<file path="config.mk">
export PLATFORM = sky130hd
export DESIGN_NAME = axi_sram_slave_flat
export DESIGN_NICKNAME = d
export VERILOG_FILES = /design/src/rtl/axi_sram_slave_if.sv /design/src/rtl/axi_sram_slave.sv /design/src/flat_wrapper.sv
export SDC_FILE = /design/constraint.sdc
export NUM_CORES = 1
export LEC_CHECK = 0
export BUFFER_PORTS_ARGS = -buffer_cell sky130_fd_sc_hd__buf_2
export CAP_MARGIN = 20
export CORE_MARGIN = 8
export CORE_UTILIZATION = 35
export CTS_BUF_LIST = sky130_fd_sc_hd__clkbuf_2
export CTS_CLUSTER_SIZE = 8
export DETAILED_ROUTE_END_ITERATION = 10
export GPL_TIMING_DRIVEN = 0
export PLACE_DENSITY = 0.68
export SYNTH_ARGS = -nofsm -noshare
export SYNTH_HDL_FRONTEND = slang
export SYNTH_SLANG_ARGS = --single-unit
</file>
<file path="constraint.sdc">
create_clock -name clk -period 4.3 [get_ports clk]
set_clock_uncertainty 0.1 [all_clocks]
set_input_delay 0.645 -clock clk [delete_from_list [all_inputs] [get_ports clk]]
set_output_delay 0.645 -clock clk [all_outputs]
set_load 0.01 [all_outputs]
</file>
<file path="src/rtl/axi_sram_slave_if.sv">
// AXI4 bus bundle between the master multiplexer output and the SRAM slave.
// Signal names keep the S_AXI_* spelling of the multiplexer port list.
interface axi_sram_slave_if #(
    parameter int C_AXI_ID_WIDTH   = 2,
    parameter int C_AXI_DATA_WIDTH = 32,
    parameter int C_AXI_ADDR_WIDTH = 32
);
    // Write address channel
    logic [C_AXI_ID_WIDTH-1:0]     S_AXI_AWID;
    logic [C_AXI_ADDR_WIDTH-1:0]   S_AXI_AWADDR;
    logic [7:0]                    S_AXI_AWLEN;
    logic [2:0]                    S_AXI_AWSIZE;
    logic [1:0]                    S_AXI_AWBURST;
    logic                          S_AXI_AWLOCK;
    logic [3:0]                    S_AXI_AWCACHE;
    logic [2:0]                    S_AXI_AWPROT;
    logic [3:0]                    S_AXI_AWQOS;
    logic [3:0]                    S_AXI_AWUSER;
    logic                          S_AXI_AWVALID;
    logic                          S_AXI_AWREADY;
    // Write data channel
    logic [C_AXI_DATA_WIDTH-1:0]   S_AXI_WDATA;
    logic [C_AXI_DATA_WIDTH/8-1:0] S_AXI_WSTRB;
    logic                          S_AXI_WLAST;
    logic                          S_AXI_WVALID;
    logic                          S_AXI_WREADY;
    // Write response channel
    logic [C_AXI_ID_WIDTH-1:0]     S_AXI_BID;
    logic [1:0]                    S_AXI_BRESP;
    logic                          S_AXI_BVALID;
    logic                          S_AXI_BREADY;
    // Read address channel
    logic [C_AXI_ID_WIDTH-1:0]     S_AXI_ARID;
    logic [C_AXI_ADDR_WIDTH-1:0]   S_AXI_ARADDR;
    logic [7:0]                    S_AXI_ARLEN;
    logic [2:0]                    S_AXI_ARSIZE;
    logic [1:0]                    S_AXI_ARBURST;
    logic                          S_AXI_ARLOCK;
    logic [3:0]                    S_AXI_ARCACHE;
    logic [2:0]                    S_AXI_ARPROT;
    logic [3:0]                    S_AXI_ARQOS;
    logic [3:0]                    S_AXI_ARUSER;
    logic                          S_AXI_ARVALID;
    logic                          S_AXI_ARREADY;
    // Read data channel
    logic [C_AXI_ID_WIDTH-1:0]     S_AXI_RID;
    logic [C_AXI_DATA_WIDTH-1:0]   S_AXI_RDATA;
    logic [1:0]                    S_AXI_RRESP;
    logic                          S_AXI_RLAST;
    logic [3:0]                    S_AXI_RUSER;
    logic                          S_AXI_RVALID;
    logic                          S_AXI_RREADY;

    modport slave (
        input  S_AXI_AWID, S_AXI_AWADDR, S_AXI_AWLEN, S_AXI_AWSIZE, S_AXI_AWBURST,
               S_AXI_AWLOCK, S_AXI_AWCACHE, S_AXI_AWPROT, S_AXI_AWQOS, S_AXI_AWUSER,
               S_AXI_AWVALID,
        output S_AXI_AWREADY,
        input  S_AXI_WDATA, S_AXI_WSTRB, S_AXI_WLAST, S_AXI_WVALID,
        output S_AXI_WREADY,
        output S_AXI_BID, S_AXI_BRESP, S_AXI_BVALID,
        input  S_AXI_BREADY,
        input  S_AXI_ARID, S_AXI_ARADDR, S_AXI_ARLEN, S_AXI_ARSIZE, S_AXI_ARBURST,
               S_AXI_ARLOCK, S_AXI_ARCACHE, S_AXI_ARPROT, S_AXI_ARQOS, S_AXI_ARUSER,
               S_AXI_ARVALID,
        output S_AXI_ARREADY,
        output S_AXI_RID, S_AXI_RDATA, S_AXI_RRESP, S_AXI_RLAST, S_AXI_RUSER, S_AXI_RVALID,
        input  S_AXI_RREADY
    );

    modport master (
        output S_AXI_AWID, S_AXI_AWADDR, S_AXI_AWLEN, S_AXI_AWSIZE, S_AXI_AWBURST,
               S_AXI_AWLOCK, S_AXI_AWCACHE, S_AXI_AWPROT, S_AXI_AWQOS, S_AXI_AWUSER,
               S_AXI_AWVALID,
        input  S_AXI_AWREADY,
        output S_AXI_WDATA, S_AXI_WSTRB, S_AXI_WLAST, S_AXI_WVALID,
        input  S_AXI_WREADY,
        input  S_AXI_BID, S_AXI_BRESP, S_AXI_BVALID,
        output S_AXI_BREADY,
        output S_AXI_ARID, S_AXI_ARADDR, S_AXI_ARLEN, S_AXI_ARSIZE, S_AXI_ARBURST,
               S_AXI_ARLOCK, S_AXI_ARCACHE, S_AXI_ARPROT, S_AXI_ARQOS, S_AXI_ARUSER,
               S_AXI_ARVALID,
        input  S_AXI_ARREADY,
        input  S_AXI_RID, S_AXI_RDATA, S_AXI_RRESP, S_AXI_RLAST, S_AXI_RUSER, S_AXI_RVALID,
        output S_AXI_RREADY
    );
endinterface

</file>
<file path="src/rtl/axi_sram_slave.sv">
// AXI4 slave that services one burst at a time from a single-port synchronous
// SRAM with one cycle of read latency. FIXED/INCR/WRAP bursts, full read rate.
module axi_sram_slave #(
    parameter int C_AXI_ID_WIDTH   = 2,
    parameter int C_AXI_DATA_WIDTH = 32,
    parameter int C_AXI_ADDR_WIDTH = 32,
    parameter int MEM_ADDR_WIDTH   = 14
) (
    input  logic                          clk,
    input  logic                          rst_n,
    axi_sram_slave_if.slave               s_axi,
    output logic                          mem_req,
    output logic                          mem_we,
    output logic [MEM_ADDR_WIDTH-1:0]     mem_addr,
    output logic [C_AXI_DATA_WIDTH-1:0]   mem_wdata,
    output logic [C_AXI_DATA_WIDTH/8-1:0] mem_wstrb,
    input  logic [C_AXI_DATA_WIDTH-1:0]   mem_rdata
);
    localparam int DW         = C_AXI_DATA_WIDTH;
    localparam int AW         = C_AXI_ADDR_WIDTH;
    localparam int WORD_SHIFT = (DW == 64) ? 3 : 2;
    localparam logic [2:0] MAX_SIZE = 3'(WORD_SHIFT);

    localparam logic [1:0] BURST_FIXED = 2'b00;
    localparam logic [1:0] BURST_WRAP  = 2'b10;
    localparam logic [1:0] BURST_RSVD  = 2'b11;
    localparam logic [1:0] RESP_OKAY   = 2'b00;
    localparam logic [1:0] RESP_SLVERR = 2'b10;

    typedef enum logic [1:0] {IDLE, WR_DATA, WR_RESP, RD_BURST} state_t;

    state_t                    state, state_nx;
    logic [C_AXI_ID_WIDTH-1:0] id_q;
    logic [AW-1:0]             addr_q;
    logic [7:0]                len_q;
    logic [2:0]                size_q;
    logic [1:0]                burst_q;
    logic                      err_q;
    logic                      wlast_err_q;
    logic [7:0]                beat_q;
    logic                      rr_rd_last;    // read won the last contested grant
    logic                      issue_done_q;  // every read beat of the burst sent to SRAM

    // Read return path: p_* is the beat whose data sits on mem_rdata this
    // cycle, s_* holds a beat that was presented but not taken.
    logic                      p_valid, p_last;
    logic                      s_valid, s_last;
    logic [DW-1:0]             s_data;

    logic                      aw_grant, ar_grant, both_valid;
    logic                      w_beat, rd_issue, rd_pop;
    logic                      rd_valid, rd_last;
    logic [DW-1:0]             rd_data;

    function automatic logic burst_err(input logic [7:0] len, input logic [2:0] size,
                                       input logic [1:0] burst);
        logic wrap_bad;
        wrap_bad = (burst == BURST_WRAP) && !(len inside {8'd1, 8'd3, 8'd7, 8'd15});
        return (size > MAX_SIZE) || wrap_bad || (burst == BURST_RSVD);
    endfunction

    function automatic logic [AW-1:0] next_addr(input logic [AW-1:0] addr, input logic [7:0] len,
                                                input logic [2:0] size, input logic [1:0] burst);
        logic [AW-1:0] incr;
        logic [AW-1:0] mask;
        incr = AW'(1) << size;
        mask = ((AW'(len) + AW'(1)) << size) - AW'(1);
        case (burst)
            BURST_FIXED: return addr;
            BURST_WRAP:  return (addr & ~mask) | ((addr + incr) & mask);
            default:     return addr + incr;
        endcase
    endfunction

    assign both_valid = s_axi.S_AXI_AWVALID && s_axi.S_AXI_ARVALID;
    assign w_beat     = (state == WR_DATA) && s_axi.S_AXI_WVALID;
    assign mem_addr   = MEM_ADDR_WIDTH'(addr_q >> WORD_SHIFT);

    // Next-state, arbitration, SRAM strobes and channel outputs
    always_comb begin
        // NOTE: every signal gets a default first so no path can infer a latch.
        state_nx  = state;
        aw_grant  = 1'b0;
        ar_grant  = 1'b0;
        rd_issue  = 1'b0;
        mem_req   = 1'b0;
        mem_we    = 1'b0;
        mem_wdata = '0;
        mem_wstrb = '0;

        rd_valid = s_valid || p_valid;
        rd_last  = s_valid ? s_last : p_last;
        rd_data  = s_valid ? s_data : ((p_valid && !err_q) ? mem_rdata : '0);
        rd_pop   = rd_valid && s_axi.S_AXI_RREADY;

        case (state)
            IDLE: begin
                // NOTE: readies are combinational, so they are gated by rst_n to stay 0 in reset.
                if (rst_n) begin
                    if (both_valid) begin
                        aw_grant = rr_rd_last;
                        ar_grant = !rr_rd_last;
                    end else begin
                        aw_grant = s_axi.S_AXI_AWVALID;
                        ar_grant = s_axi.S_AXI_ARVALID;
                    end
                end
                if (aw_grant)      state_nx = WR_DATA;
                else if (ar_grant) state_nx = RD_BURST;
            end
            WR_DATA: begin
                if (w_beat) begin
                    mem_req   = !err_q;
                    mem_we    = !err_q;
                    mem_wdata = err_q ? '0 : s_axi.S_AXI_WDATA;
                    mem_wstrb = err_q ? '0 : s_axi.S_AXI_WSTRB;
                    if (beat_q == len_q) state_nx = WR_RESP;
                end
            end
            WR_RESP: begin
                if (s_axi.S_AXI_BREADY) state_nx = IDLE;
            end
            RD_BURST: begin
                // Occupancy of p/s never exceeds one, so a slot is free next
                // cycle exactly when nothing is held or the held beat leaves now.
                rd_issue = !issue_done_q && (!rd_valid || s_axi.S_AXI_RREADY);
                mem_req  = rd_issue && !err_q;
                if (rd_pop && rd_last) state_nx = IDLE;
            end
            default: state_nx = IDLE;
        endcase

        s_axi.S_AXI_AWREADY = aw_grant;
        s_axi.S_AXI_ARREADY = ar_grant;
        s_axi.S_AXI_WREADY  = (state == WR_DATA);
        s_axi.S_AXI_BVALID  = (state == WR_RESP);
        s_axi.S_AXI_BID     = id_q;
        s_axi.S_AXI_BRESP   = (err_q || wlast_err_q) ? RESP_SLVERR : RESP_OKAY;
        s_axi.S_AXI_RVALID  = rd_valid;
        s_axi.S_AXI_RID     = id_q;
        s_axi.S_AXI_RDATA   = rd_data;
        s_axi.S_AXI_RRESP   = err_q ? RESP_SLVERR : RESP_OKAY;
        s_axi.S_AXI_RLAST   = rd_valid && rd_last;
        s_axi.S_AXI_RUSER   = 4'h0;
    end

    // FSM state register
    always_ff @(posedge clk or negedge rst_n) begin
        // NOTE: sequential state uses non-blocking assignments so all flops update together.
        if (!rst_n) state <= IDLE;
        else        state <= state_nx;
    end

    // Burst context: latch on acceptance, then advance address and beat count
    always_ff @(posedge clk or negedge rst_n) begin
        if (!rst_n) begin
            id_q         <= '0;
            addr_q       <= '0;
            len_q        <= '0;
            size_q       <= '0;
            burst_q      <= '0;
            err_q        <= 1'b0;
            wlast_err_q  <= 1'b0;
            beat_q       <= '0;
            rr_rd_last   <= 1'b0;
            issue_done_q <= 1'b0;
        end else if (aw_grant) begin
            id_q         <= s_axi.S_AXI_AWID;
            addr_q       <= s_axi.S_AXI_AWADDR;
            len_q        <= s_axi.S_AXI_AWLEN;
            size_q       <= s_axi.S_AXI_AWSIZE;
            burst_q      <= s_axi.S_AXI_AWBURST;
            err_q        <= burst_err(s_axi.S_AXI_AWLEN, s_axi.S_AXI_AWSIZE, s_axi.S_AXI_AWBURST);
            wlast_err_q  <= 1'b0;
            beat_q       <= '0;
            issue_done_q <= 1'b0;
            if (both_valid) rr_rd_last <= 1'b0;
        end else if (ar_grant) begin
            id_q         <= s_axi.S_AXI_ARID;
            addr_q       <= s_axi.S_AXI_ARADDR;
            len_q        <= s_axi.S_AXI_ARLEN;
            size_q       <= s_axi.S_AXI_ARSIZE;
            burst_q      <= s_axi.S_AXI_ARBURST;
            err_q        <= burst_err(s_axi.S_AXI_ARLEN, s_axi.S_AXI_ARSIZE, s_axi.S_AXI_ARBURST);
            wlast_err_q  <= 1'b0;
            beat_q       <= '0;
            issue_done_q <= 1'b0;
            if (both_valid) rr_rd_last <= 1'b1;
        end else if (w_beat) begin
            addr_q <= next_addr(addr_q, len_q, size_q, burst_q);
            beat_q <= beat_q + 8'd1;
            if (s_axi.S_AXI_WLAST != (beat_q == len_q)) wlast_err_q <= 1'b1;
        end else if (rd_issue) begin
            addr_q <= next_addr(addr_q, len_q, size_q, burst_q);
            beat_q <= beat_q + 8'd1;
            if (beat_q == len_q) issue_done_q <= 1'b1;
        end
    end

    // Read return: track the beat in flight and park it in the skid when stalled
    always_ff @(posedge clk or negedge rst_n) begin
        if (!rst_n) begin
            p_valid <= 1'b0;
            p_last  <= 1'b0;
            s_valid <= 1'b0;
            s_last  <= 1'b0;
            s_data  <= '0;
        end else begin
            p_valid <= rd_issue;
            p_last  <= rd_issue && (beat_q == len_q);
            if (p_valid && !s_axi.S_AXI_RREADY) begin
                s_valid <= 1'b1;
                s_last  <= p_last;
                s_data  <= rd_data;
            end else if (s_valid && s_axi.S_AXI_RREADY) begin
                s_valid <= 1'b0;
            end
        end
    end

    // Sideband fields that carry no meaning for an SRAM target
    logic unused_sideband;
    assign unused_sideband = ^{s_axi.S_AXI_AWLOCK, s_axi.S_AXI_AWCACHE, s_axi.S_AXI_AWPROT,
                               s_axi.S_AXI_AWQOS, s_axi.S_AXI_AWUSER,
                               s_axi.S_AXI_ARLOCK, s_axi.S_AXI_ARCACHE, s_axi.S_AXI_ARPROT,
                               s_axi.S_AXI_ARQOS, s_axi.S_AXI_ARUSER};
endmodule

</file>
<file path="src/flat_wrapper.sv">
// flat-port wrapper written by rule: the top's interface ports become plain ports
module axi_sram_slave_flat 
#(
    parameter int C_AXI_ID_WIDTH   = 2,
    parameter int C_AXI_DATA_WIDTH = 32,
    parameter int C_AXI_ADDR_WIDTH = 32,
    parameter int MEM_ADDR_WIDTH   = 14
)
  (clk, rst_n, mem_req, mem_we, mem_addr, mem_wdata, mem_wstrb, mem_rdata, s_axi_S_AXI_AWID, s_axi_S_AXI_AWADDR, s_axi_S_AXI_AWLEN, s_axi_S_AXI_AWSIZE, s_axi_S_AXI_AWBURST, s_axi_S_AXI_AWLOCK, s_axi_S_AXI_AWCACHE, s_axi_S_AXI_AWPROT, s_axi_S_AXI_AWQOS, s_axi_S_AXI_AWUSER, s_axi_S_AXI_AWVALID, s_axi_S_AXI_AWREADY, s_axi_S_AXI_WDATA, s_axi_S_AXI_WSTRB, s_axi_S_AXI_WLAST, s_axi_S_AXI_WVALID, s_axi_S_AXI_WREADY, s_axi_S_AXI_BID, s_axi_S_AXI_BRESP, s_axi_S_AXI_BVALID, s_axi_S_AXI_BREADY, s_axi_S_AXI_ARID, s_axi_S_AXI_ARADDR, s_axi_S_AXI_ARLEN, s_axi_S_AXI_ARSIZE, s_axi_S_AXI_ARBURST, s_axi_S_AXI_ARLOCK, s_axi_S_AXI_ARCACHE, s_axi_S_AXI_ARPROT, s_axi_S_AXI_ARQOS, s_axi_S_AXI_ARUSER, s_axi_S_AXI_ARVALID, s_axi_S_AXI_ARREADY, s_axi_S_AXI_RID, s_axi_S_AXI_RDATA, s_axi_S_AXI_RRESP, s_axi_S_AXI_RLAST, s_axi_S_AXI_RUSER, s_axi_S_AXI_RVALID, s_axi_S_AXI_RREADY);
  axi_sram_slave_if #(.C_AXI_ID_WIDTH(C_AXI_ID_WIDTH), .C_AXI_DATA_WIDTH(C_AXI_DATA_WIDTH), .C_AXI_ADDR_WIDTH(C_AXI_ADDR_WIDTH)) s_axi_i ();
  input  logic clk;
  input  logic rst_n;
  output logic mem_req;
  output logic mem_we;
  output logic [MEM_ADDR_WIDTH-1:0] mem_addr;
  output logic [C_AXI_DATA_WIDTH-1:0] mem_wdata;
  output logic [C_AXI_DATA_WIDTH/8-1:0] mem_wstrb;
  input  logic [C_AXI_DATA_WIDTH-1:0] mem_rdata;
  input wire logic [$bits(s_axi_i.S_AXI_AWID)-1:0] s_axi_S_AXI_AWID;
  input wire logic [$bits(s_axi_i.S_AXI_AWADDR)-1:0] s_axi_S_AXI_AWADDR;
  input wire logic [$bits(s_axi_i.S_AXI_AWLEN)-1:0] s_axi_S_AXI_AWLEN;
  input wire logic [$bits(s_axi_i.S_AXI_AWSIZE)-1:0] s_axi_S_AXI_AWSIZE;
  input wire logic [$bits(s_axi_i.S_AXI_AWBURST)-1:0] s_axi_S_AXI_AWBURST;
  input wire logic [$bits(s_axi_i.S_AXI_AWLOCK)-1:0] s_axi_S_AXI_AWLOCK;
  input wire logic [$bits(s_axi_i.S_AXI_AWCACHE)-1:0] s_axi_S_AXI_AWCACHE;
  input wire logic [$bits(s_axi_i.S_AXI_AWPROT)-1:0] s_axi_S_AXI_AWPROT;
  input wire logic [$bits(s_axi_i.S_AXI_AWQOS)-1:0] s_axi_S_AXI_AWQOS;
  input wire logic [$bits(s_axi_i.S_AXI_AWUSER)-1:0] s_axi_S_AXI_AWUSER;
  input wire logic [$bits(s_axi_i.S_AXI_AWVALID)-1:0] s_axi_S_AXI_AWVALID;
  output wire logic [$bits(s_axi_i.S_AXI_AWREADY)-1:0] s_axi_S_AXI_AWREADY;
  input wire logic [$bits(s_axi_i.S_AXI_WDATA)-1:0] s_axi_S_AXI_WDATA;
  input wire logic [$bits(s_axi_i.S_AXI_WSTRB)-1:0] s_axi_S_AXI_WSTRB;
  input wire logic [$bits(s_axi_i.S_AXI_WLAST)-1:0] s_axi_S_AXI_WLAST;
  input wire logic [$bits(s_axi_i.S_AXI_WVALID)-1:0] s_axi_S_AXI_WVALID;
  output wire logic [$bits(s_axi_i.S_AXI_WREADY)-1:0] s_axi_S_AXI_WREADY;
  output wire logic [$bits(s_axi_i.S_AXI_BID)-1:0] s_axi_S_AXI_BID;
  output wire logic [$bits(s_axi_i.S_AXI_BRESP)-1:0] s_axi_S_AXI_BRESP;
  output wire logic [$bits(s_axi_i.S_AXI_BVALID)-1:0] s_axi_S_AXI_BVALID;
  input wire logic [$bits(s_axi_i.S_AXI_BREADY)-1:0] s_axi_S_AXI_BREADY;
  input wire logic [$bits(s_axi_i.S_AXI_ARID)-1:0] s_axi_S_AXI_ARID;
  input wire logic [$bits(s_axi_i.S_AXI_ARADDR)-1:0] s_axi_S_AXI_ARADDR;
  input wire logic [$bits(s_axi_i.S_AXI_ARLEN)-1:0] s_axi_S_AXI_ARLEN;
  input wire logic [$bits(s_axi_i.S_AXI_ARSIZE)-1:0] s_axi_S_AXI_ARSIZE;
  input wire logic [$bits(s_axi_i.S_AXI_ARBURST)-1:0] s_axi_S_AXI_ARBURST;
  input wire logic [$bits(s_axi_i.S_AXI_ARLOCK)-1:0] s_axi_S_AXI_ARLOCK;
  input wire logic [$bits(s_axi_i.S_AXI_ARCACHE)-1:0] s_axi_S_AXI_ARCACHE;
  input wire logic [$bits(s_axi_i.S_AXI_ARPROT)-1:0] s_axi_S_AXI_ARPROT;
  input wire logic [$bits(s_axi_i.S_AXI_ARQOS)-1:0] s_axi_S_AXI_ARQOS;
  input wire logic [$bits(s_axi_i.S_AXI_ARUSER)-1:0] s_axi_S_AXI_ARUSER;
  input wire logic [$bits(s_axi_i.S_AXI_ARVALID)-1:0] s_axi_S_AXI_ARVALID;
  output wire logic [$bits(s_axi_i.S_AXI_ARREADY)-1:0] s_axi_S_AXI_ARREADY;
  output wire logic [$bits(s_axi_i.S_AXI_RID)-1:0] s_axi_S_AXI_RID;
  output wire logic [$bits(s_axi_i.S_AXI_RDATA)-1:0] s_axi_S_AXI_RDATA;
  output wire logic [$bits(s_axi_i.S_AXI_RRESP)-1:0] s_axi_S_AXI_RRESP;
  output wire logic [$bits(s_axi_i.S_AXI_RLAST)-1:0] s_axi_S_AXI_RLAST;
  output wire logic [$bits(s_axi_i.S_AXI_RUSER)-1:0] s_axi_S_AXI_RUSER;
  output wire logic [$bits(s_axi_i.S_AXI_RVALID)-1:0] s_axi_S_AXI_RVALID;
  input wire logic [$bits(s_axi_i.S_AXI_RREADY)-1:0] s_axi_S_AXI_RREADY;
  assign s_axi_i.S_AXI_AWID = s_axi_S_AXI_AWID;
  assign s_axi_i.S_AXI_AWADDR = s_axi_S_AXI_AWADDR;
  assign s_axi_i.S_AXI_AWLEN = s_axi_S_AXI_AWLEN;
  assign s_axi_i.S_AXI_AWSIZE = s_axi_S_AXI_AWSIZE;
  assign s_axi_i.S_AXI_AWBURST = s_axi_S_AXI_AWBURST;
  assign s_axi_i.S_AXI_AWLOCK = s_axi_S_AXI_AWLOCK;
  assign s_axi_i.S_AXI_AWCACHE = s_axi_S_AXI_AWCACHE;
  assign s_axi_i.S_AXI_AWPROT = s_axi_S_AXI_AWPROT;
  assign s_axi_i.S_AXI_AWQOS = s_axi_S_AXI_AWQOS;
  assign s_axi_i.S_AXI_AWUSER = s_axi_S_AXI_AWUSER;
  assign s_axi_i.S_AXI_AWVALID = s_axi_S_AXI_AWVALID;
  assign s_axi_S_AXI_AWREADY = s_axi_i.S_AXI_AWREADY;
  assign s_axi_i.S_AXI_WDATA = s_axi_S_AXI_WDATA;
  assign s_axi_i.S_AXI_WSTRB = s_axi_S_AXI_WSTRB;
  assign s_axi_i.S_AXI_WLAST = s_axi_S_AXI_WLAST;
  assign s_axi_i.S_AXI_WVALID = s_axi_S_AXI_WVALID;
  assign s_axi_S_AXI_WREADY = s_axi_i.S_AXI_WREADY;
  assign s_axi_S_AXI_BID = s_axi_i.S_AXI_BID;
  assign s_axi_S_AXI_BRESP = s_axi_i.S_AXI_BRESP;
  assign s_axi_S_AXI_BVALID = s_axi_i.S_AXI_BVALID;
  assign s_axi_i.S_AXI_BREADY = s_axi_S_AXI_BREADY;
  assign s_axi_i.S_AXI_ARID = s_axi_S_AXI_ARID;
  assign s_axi_i.S_AXI_ARADDR = s_axi_S_AXI_ARADDR;
  assign s_axi_i.S_AXI_ARLEN = s_axi_S_AXI_ARLEN;
  assign s_axi_i.S_AXI_ARSIZE = s_axi_S_AXI_ARSIZE;
  assign s_axi_i.S_AXI_ARBURST = s_axi_S_AXI_ARBURST;
  assign s_axi_i.S_AXI_ARLOCK = s_axi_S_AXI_ARLOCK;
  assign s_axi_i.S_AXI_ARCACHE = s_axi_S_AXI_ARCACHE;
  assign s_axi_i.S_AXI_ARPROT = s_axi_S_AXI_ARPROT;
  assign s_axi_i.S_AXI_ARQOS = s_axi_S_AXI_ARQOS;
  assign s_axi_i.S_AXI_ARUSER = s_axi_S_AXI_ARUSER;
  assign s_axi_i.S_AXI_ARVALID = s_axi_S_AXI_ARVALID;
  assign s_axi_S_AXI_ARREADY = s_axi_i.S_AXI_ARREADY;
  assign s_axi_S_AXI_RID = s_axi_i.S_AXI_RID;
  assign s_axi_S_AXI_RDATA = s_axi_i.S_AXI_RDATA;
  assign s_axi_S_AXI_RRESP = s_axi_i.S_AXI_RRESP;
  assign s_axi_S_AXI_RLAST = s_axi_i.S_AXI_RLAST;
  assign s_axi_S_AXI_RUSER = s_axi_i.S_AXI_RUSER;
  assign s_axi_S_AXI_RVALID = s_axi_i.S_AXI_RVALID;
  assign s_axi_i.S_AXI_RREADY = s_axi_S_AXI_RREADY;
  axi_sram_slave #(.C_AXI_ID_WIDTH(C_AXI_ID_WIDTH), .C_AXI_DATA_WIDTH(C_AXI_DATA_WIDTH), .C_AXI_ADDR_WIDTH(C_AXI_ADDR_WIDTH), .MEM_ADDR_WIDTH(MEM_ADDR_WIDTH)) u_core (.clk(clk), .rst_n(rst_n), .s_axi(s_axi_i), .mem_req(mem_req), .mem_we(mem_we), .mem_addr(mem_addr), .mem_wdata(mem_wdata), .mem_wstrb(mem_wstrb), .mem_rdata(mem_rdata));
endmodule
</file>
Word-level counts from Yosys, hierarchy flattened
Cells that the tools add are included.
Storage, ports and cells
  bits in registers: 97
  bits of input ports: 202
Operators by class
  add/sub/neg operators: 4
  $lt $le $gt $ge: 2
  equality and inequality tests: 24
  shift-type cells: 2
  muxes and demuxes: 64
  bitwise gates (word level): 4
  reductions and logical operators: 42
Operator list (count)
  $mux W32: 9
  $and A32 B32 Y32: 2
  $pmux W32 S2: 1
  $mux W8: 6
  $add A32 B32 Y32: 1
  $not A32 Y32: 1
  $or A32 B32 Y32: 1
  $shl A1 B3 Y32 const A: 1
  $shl A32 B3 Y32: 1
  $sub A32 B1 Y32 const B: 1
  $mux W1: 29
  $mux W2: 12
  $eq A8 B1 Y1 const B: 2
  $eq A8 B2 Y1 const B: 2
  $eq A8 B3 Y1 const B: 2
  $eq A8 B4 Y1 const B: 2
  $eq A2 B2 Y1 const B: 7
  $logic_and A1 B1 Y1: 13
  $mux W4: 3
  $reduce_bool A3 Y1: 4
  $reduce_bool A4 Y1: 3
  $add A8 B1 Y9 const B: 1
  $add A8 B1 Y8 const B: 1
  $eq A8 B8 Y1: 1
  16 further kinds: 36

Longest topological paths before layout
Gate-level depths: netlist of the first run.
  depth in word-level cells: 11
  gate-level depth with buffers: 16
  depth with buffers taken out: 14

Least setup slack after synthesis of the first run
No wires, ideal clock.
  path kind: register to register
  start point: reg u_core.len_q[0]
  end point: reg (tool-made name)
  data arrival time: 2.944 ns
  required time: 4.073 ns
  setup slack: 1.129 ns
  cell stages (with the launch flop): 13
  clock period less this slack: 3.171 ns
  path through: dfrtp_1 > ha_1 > buf_2 > a311o_1 > o2111a_1 > a211oi_4 > o211a_1 > nand3_1 > or2_4 > or4_4 > o2111a_1 > a21oi_2 > nor2_1
RTL lines
  from (decl): line axi_sram_slave.sv:35  | logic [7:0] len_q;
  from (signal assigned): line axi_sram_slave.sv:170  | len_q <= s_axi.S_AXI_AWLEN;
  from (signal assigned): line axi_sram_slave.sv:181  | len_q <= s_axi.S_AXI_ARLEN;

Worst setup path in the final report of the first run
  start point: in rst_n
  end point: out s_axi_S_AXI_ARREADY
On the way
  longest elaborated chain between the ends: 3
RTL lines
  from (decl): line flat_wrapper.sv:12  | input logic rst_n;
  $mux W1: line axi_sram_slave.sv:99  | if (rst_n) begin
  $mux W1 (2 in series): line axi_sram_slave.sv:96  | case (state)
  to (decl): line flat_wrapper.sv:51  | output wire logic [$bits(s_axi_i.S_AXI_ARREADY)-1:0] s_axi_S_AXI_ARREADY;
No other way between the ends. The select of a mux whose other input is x is not followed.

==> impl_metrics.tcl, run 1 <==
set metrics [dict create \
    status "finished clean" \
    synth_edf_count 0 \
    clk_latency_ns 0.60 \
    synth_area_per_cell_um2 8.88 \
    worst_ep_required_time_ns 3.56 \
    rsz0062_at_grt "false" \
    ys_top_cells_by_area "dfrtp_1, mux2_2, a22o_1, and2_1, nor2_1" \
    wl_per_cell_um 19.1 \
    holdWs_ns 0.104 \
    fp.dieW_um 149 \
    layoutNonFillerInstCount 1185 \
    critical-path-top-delay-family "buffers and inverters" \
    drt_wl_total_mm 22.6 \
    crit_fanout 10 \
    drtPass1Iterations 6 \
    drcViolationCount 0 \
    synthTopCellsByCount "dfrtp_1, nor2_1, nand2_1, and2_1, a22o_1" \
    seqCellArea_mm2 0.00203 \
    globalplace.congestion 0.945 \
    path_class "in -> out" \
    p_leak_nw 3.89 \
    die_area_mm2 0.0223 \
    grt_pass1_vias 6302 \
    fmaxAchievable_ghz 0.248 \
    p_total_mw 5.45 \
    grt_overflow 0 \
    area_growth_syn_to_layout_pct 26.5 \
    drtIter0Drc 408 \
    ys_ff_latch 81 \
    antenna_found_initial 0 \
    syn_inst 701 \
    clock_tree.root_cell "clkbuf_2" \
    powerDensity_mw_per_mm2 692 \
    hold_path_class "in -> reg" \
    dp.cells 1165 \
    start_util_pct 35.9 \
    vias 6328 \
    ys_seq_area_share_pct 32.6 \
    worst_slew_pin_slew_ns 0.952 \
    hold_viol 0 \
    grt.total_usage_pct 19.5 \
    final_max_slew_viol_count 0 \
    yosysTopAreaCellShare_pct 32.6 \
    yosysWarnings 0 \
    final_layout_size_suffix_gt1_share_pct 36.4 \
    die_y_um 149 \
    max_cap_violations 0 \
    dp_hpwl_mm 18.0 \
    place_area_mm2 0.00772 \
    start_kind "primary input" \
    cts_num_sinks 81 \
    row_count 48 \
    fin_area_mm2 0.00788 \
    arrival_ns 3.28 \
    cp_cell_sequence "dlygate4sd3_1, buf_4, buf_16, nand2_1, a21oi_1, and2_1, clkbuf_1, clkbuf_1, buf_1, buf_2" \
    ir_worst_vdd_mv 0.308 \
    fin_util_pct 45.4 \
    grt_first_pass_wirelength_mm 34.4 \
    antenna_left 0 \
    n_antenna_cell 0 \
    grt_max_degree 65 \
    crit_path_max_incr_delay_ns 0.55 \
    cts_tree "yes" \
    crit_path_end_kind "output port" \
    period_needed_ns 4.03 \
    yosys.area.top_type "dfrtp_1" \
    slowest_stage "clkbuf_1" \
    netlist_area_mm2 0.00623 \
    crit_top_cell "clkbuf_1" \
    port_buffers 233 \
    max_slew_margin_pct 36.5 \
    path_buf_inv 7 \
    fin_crit_sh_pct 93.7 \
    clockBufferDepth 2 \
    synth_cell_types 82 \
    h-tree-depth 3 \
    core-area_mm2 0.0174 \
    synth_flop_cell "dfrtp_1" \
    nFillCells 1744 \
    path_clk_slew_ns 0.27 \
    multiInputGateArea_mm2 0.00378 \
    boundaryPins 304 \
    fin_nets 1169 \
    async_flop_share_pct 100 \
    via_per_inst 5.34 \
    cts_buffers 9 \
    yosysMostFrequentCell "dfrtp_1" \
    setup_viol 0 \
]
[final timing paths]
path / endpoint / depth (start not counted) / slack (ns) / start
setup / recovery: s_axi_S_AXI_ARREADY / 10 / 0.27 / rst_n
hold / removal: u_core.s_valid / 2 / 0.10 / s_axi_S_AXI_RREADY
setup reg to reg: register / 14 / 0.57 / u_core.size_q[2]
hold reg to reg: u_core.wlast_err_q / 2 / 0.43 / u_core.wlast_err_q
max in group asynchronous: u_core.s_data[20] / 3 / 2.42 / rst_n
min in group asynchronous: u_core.s_data[4] / 4 / 0.57 / rst_n
[cells in the final DEF, fill, tap and decap left out, types with 19 or more instances in the layout]
cell type / count
a21oi_1: 34
a22o_1: 36
a22oi_1: 24
and2_1: 38
buf_2: 243
buf_4: 27
clkbuf_1: 30
dfrtp_1: 81
mux2_2: 34
nand2_1: 51
nand3_1: 19
nor2_1: 54
o21ai_0: 27
xnor2_1: 19
xor2_1: 21
[power breakdown]
part           leakage, nW  internal [mW]  switching, mW  total (mW)
sequential            1.04           1.10          0.286        1.39
clock               0.0673         0.0870          0.319       0.406
combinational         2.78           1.55           2.10        3.65
[final cells by class]
| type | instances | share of cell area (%) |
|---|---|---|
| Multi-Input combinational cell | 540 | 47.9 |
| Sequential cell | 81 | 25.7 |
| Timing Repair Buffer | 238 | 15.9 |
| Buffer | 71 | 4.94 |
| Tap cell | 225 | 3.57 |
| Inverter | 14 | 0.667 |
| Clock buffer | 10 | 0.635 |
| Clock inverter | 6 | 0.620 |
[worst register-to-register path, delay by kind of cell (launching register included)]
| family | cells | cell delay [ns] |
|---|---|---|
| AO/OA/AOI/OAI | 6 | 1.11 |
| buffers and inverters | 2 | 0.89 |
| adder cells (fa/ha/maj) | 2 | 0.65 |
| flip-flops | 1 | 0.44 |
| AND/OR/NAND/NOR | 3 | 0.36 |
| XOR/XNOR | 1 | 0.13 |
[cells by family (layout without fill, tap and decap cells)]
logic type,Yosys count,count (layout),synth area share (%)
AO/OA/AOI/OAI,203,203,24.9
buffers and inverters,85,339,7.09
flip-flops,81,81,32.6
XOR/XNOR,40,40,5.63
adder cells (fa/ha/maj),12,12,2.53
multiplexers,38,38,6.79
other,1,6,0.0602
AND/OR/NAND/NOR,241,241,20.5
[repair_timing]
| item | in CTS | in global routing |
|---|---|---|
| buffers inserted | 0 | 0 |
| resized for setup | 0 | 0 |
| hold buffers | 3 | 0 |
| hold endpoints to repair | 17 | 0 |
[routing by layer]
metal	track usage [%]	routed length [µm]
met4	5.65	385
met2	34.2	11200
met5	0	0
met3	3.22	1660
met1	24.0	9340
[metrics by stage]
stage / TNS (ns) / worst slack (ns)
2_1_floorplan: 0 / 1.13
3_3_place_gp: -17.32 / -0.856
3_5_place_dp: 0 / 0.0109
4_1_cts: 0 / 0.223
5_1_grt: 0 / 0.0671
6_report: 0 / 0.271
(Power assumes the default switching activity.)
==> run 2: changes to the inputs <==
- BUFFER_PORTS_ARGS: -buffer_cell sky130_fd_sc_hd__buf_2 -> unset
- CTS_BUF_LIST: sky130_fd_sc_hd__clkbuf_2 -> unset
- DONT_BUFFER_PORTS: unset -> 1
- PLACE_DENSITY: 0.68 -> 0.53
==> run 2 against run 1 <==
  * Via count fell by 12%
  * Clock power is 94% higher
  * Sequential power about the same
  * First-iteration DRC count decreased by 6.9%
  * Final cell count shrank 20%
  * Critical path type is now reg -> reg
  * Largest power group unchanged
  * Highest routed layer unchanged
==> impl_metrics.tcl, run 2 (synthesis results as in run 1) <==
set metrics [dict create \
    path_clk_slew_ns 0.06 \
    use_met1_pct 22.9 \
    setup_tns_ns 0 \
    cts_resized 0 \
    fin_nets 932 \
    path_buf_inv 3 \
    die_area_mm2 0.0223 \
    cp_cell_sequence "buf_2, inv_2, buf_2, nand2_1, nor2_1, ha_1, a21o_1, a21oi_1, nor2b_1, o21a_1, o21ai_0, a21oi_1, a31oi_1, nor2_1, a221oi_1, nor2_1" \
    drt_wl_total_mm 21.8 \
    critical-path-top-delay-family "compound AO/OA/AOI/OAI gates" \
    slowest_stage "dfrtp_1" \
    grt_first_pass_wirelength_mm 33.4 \
    final_max_slew_viol_count 0 \
    globalplace.congestion 0.931 \
    p_leak_nw 2.91 \
    drtIter0Drc 380 \
    start_kind "register" \
    grt_max_degree 82 \
    rrSetupSlack_ns 0.44 \
    setup_ws_ns 0.442 \
    final_cell_mix "dfrtp_1, nor2_1, nand2_1, and2_1, a22o_1" \
    n_antenna_cell 0 \
    top_usage_layer "met2" \
    clockBufferDepth 2 \
    p_total_mw 5.64 \
    drcViolationCount 0 \
    crit_top_cell "nor2_1" \
    fmaxAchievable_ghz 0.259 \
    crit_path_end_kind "register" \
    setup_viol 0 \
    clock_tree.root_cell "clkbuf_16" \
    powerDensity_mw_per_mm2 822 \
    h-tree-depth 3 \
    hold_path_class "in -> async" \
    cts_tree "yes" \
    cts_setup_buffers 0 \
    crit_path_max_incr_delay_ns 0.43 \
    row_count 48 \
    grt.total_usage_pct 19.0 \
    crit_fanout 10 \
    r2r.worst_path.cells 16 \
    post-place-ws_ns 0.531 \
    vias 5553 \
    clk_latency_ns 0.34 \
    cts_hold_buf 1 \
    use_met2_pct 31.2 \
    max_slew_margin_pct 43.2 \
    port_buffers 0 \
    final_common_cell "dfrtp_1" \
    status "finished clean" \
    cts_buffers 9 \
    via_per_inst 5.86 \
    hold_viol 0 \
    regToRegStartpoint "u_core.size_q[1]" \
    dp_hpwl_mm 17.0 \
    path_class "reg -> reg" \
    fp.dieW_um 149 \
    worst_slew_pin_slew_ns 0.852 \
    period_needed_ns 3.86 \
    fin_crit_sh_pct 89.7 \
    worst_ep_required_time_ns 4.43 \
    drtPass1Iterations 4 \
    max_cap_violations 0 \
    antenna_left 0 \
    die_y_um 149 \
    wl_per_cell_um 23.0 \
    ir_worst_vdd_mv 0.295 \
    grt_overflow 0 \
    holdWs_ns 0.105 \
    arrival_ns 3.98 \
    grt_use_met3_pct 5.34 \
    cts_num_sinks 81 \
    antenna_found_initial 0 \
    final_layout_size_suffix_gt1_share_pct 15.8 \
    area_growth_syn_to_layout_pct 10.1 \
    grt_pass1_vias 5755 \
    boundaryPins 304 \
    start_util_pct 35.9 \
    rsz0062_at_grt "false" \
    core-area_mm2 0.0174 \
]
run 2: worst max path at each step:
stage | from | endpoint | slack [ns] | cells after the start
2_1_floorplan | u_core.len_q[0] | register | 1.13 | 12
3_3_place_gp | u_core.size_q[1] | register | 0.64 | 16
3_5_place_dp | u_core.size_q[1] | register | 0.53 | 16
4_1_cts | u_core.size_q[1] | register | 0.49 | 16
5_1_grt | u_core.size_q[1] | register | 0.18 | 16
6_report | u_core.size_q[1] | register | 0.44 | 16
run 2: area by class of cell:
class | instances | area (µm²)
buffer | 71 | 389
clock buffer | 10 | 239
clock inverter | 6 | 65.1
fill | 1743 | 10500
inverter | 14 | 52.6
multi-input combinational | 540 | 3780
sequential | 81 | 2030
tap | 225 | 282
timing repair buffer | 1 | 27.5
run 2: routing by layer:
layer	up-vias	part of all wire (%)	wire, µm
li1	2587	-	-
met1	2722	41	8890
met2	209	49	10700
met3	35	7.1	1540
met4	0	3.1	685
met5	-	0	0
run 2: where the power goes:
part	internal [mW]	total, mW	switching (mW)
registers	1.11	1.41	0.298
clock network	0.466	0.789	0.322
logic	1.35	3.44	2.09
run 2: metrics by stage:
| stage | util (%) | instances | area [µm²] |
|---|---|---|---|
| after floorplan | - | 706 | 6240 |
| after global placement | 37.6 | 931 | 6530 |
| after detailed placement | 37.6 | 931 | 6530 |
| after CTS | 39.5 | 948 | 6860 |
| after global routing | 39.5 | 948 | 6860 |
| final | 39.5 | 948 | 6860 |
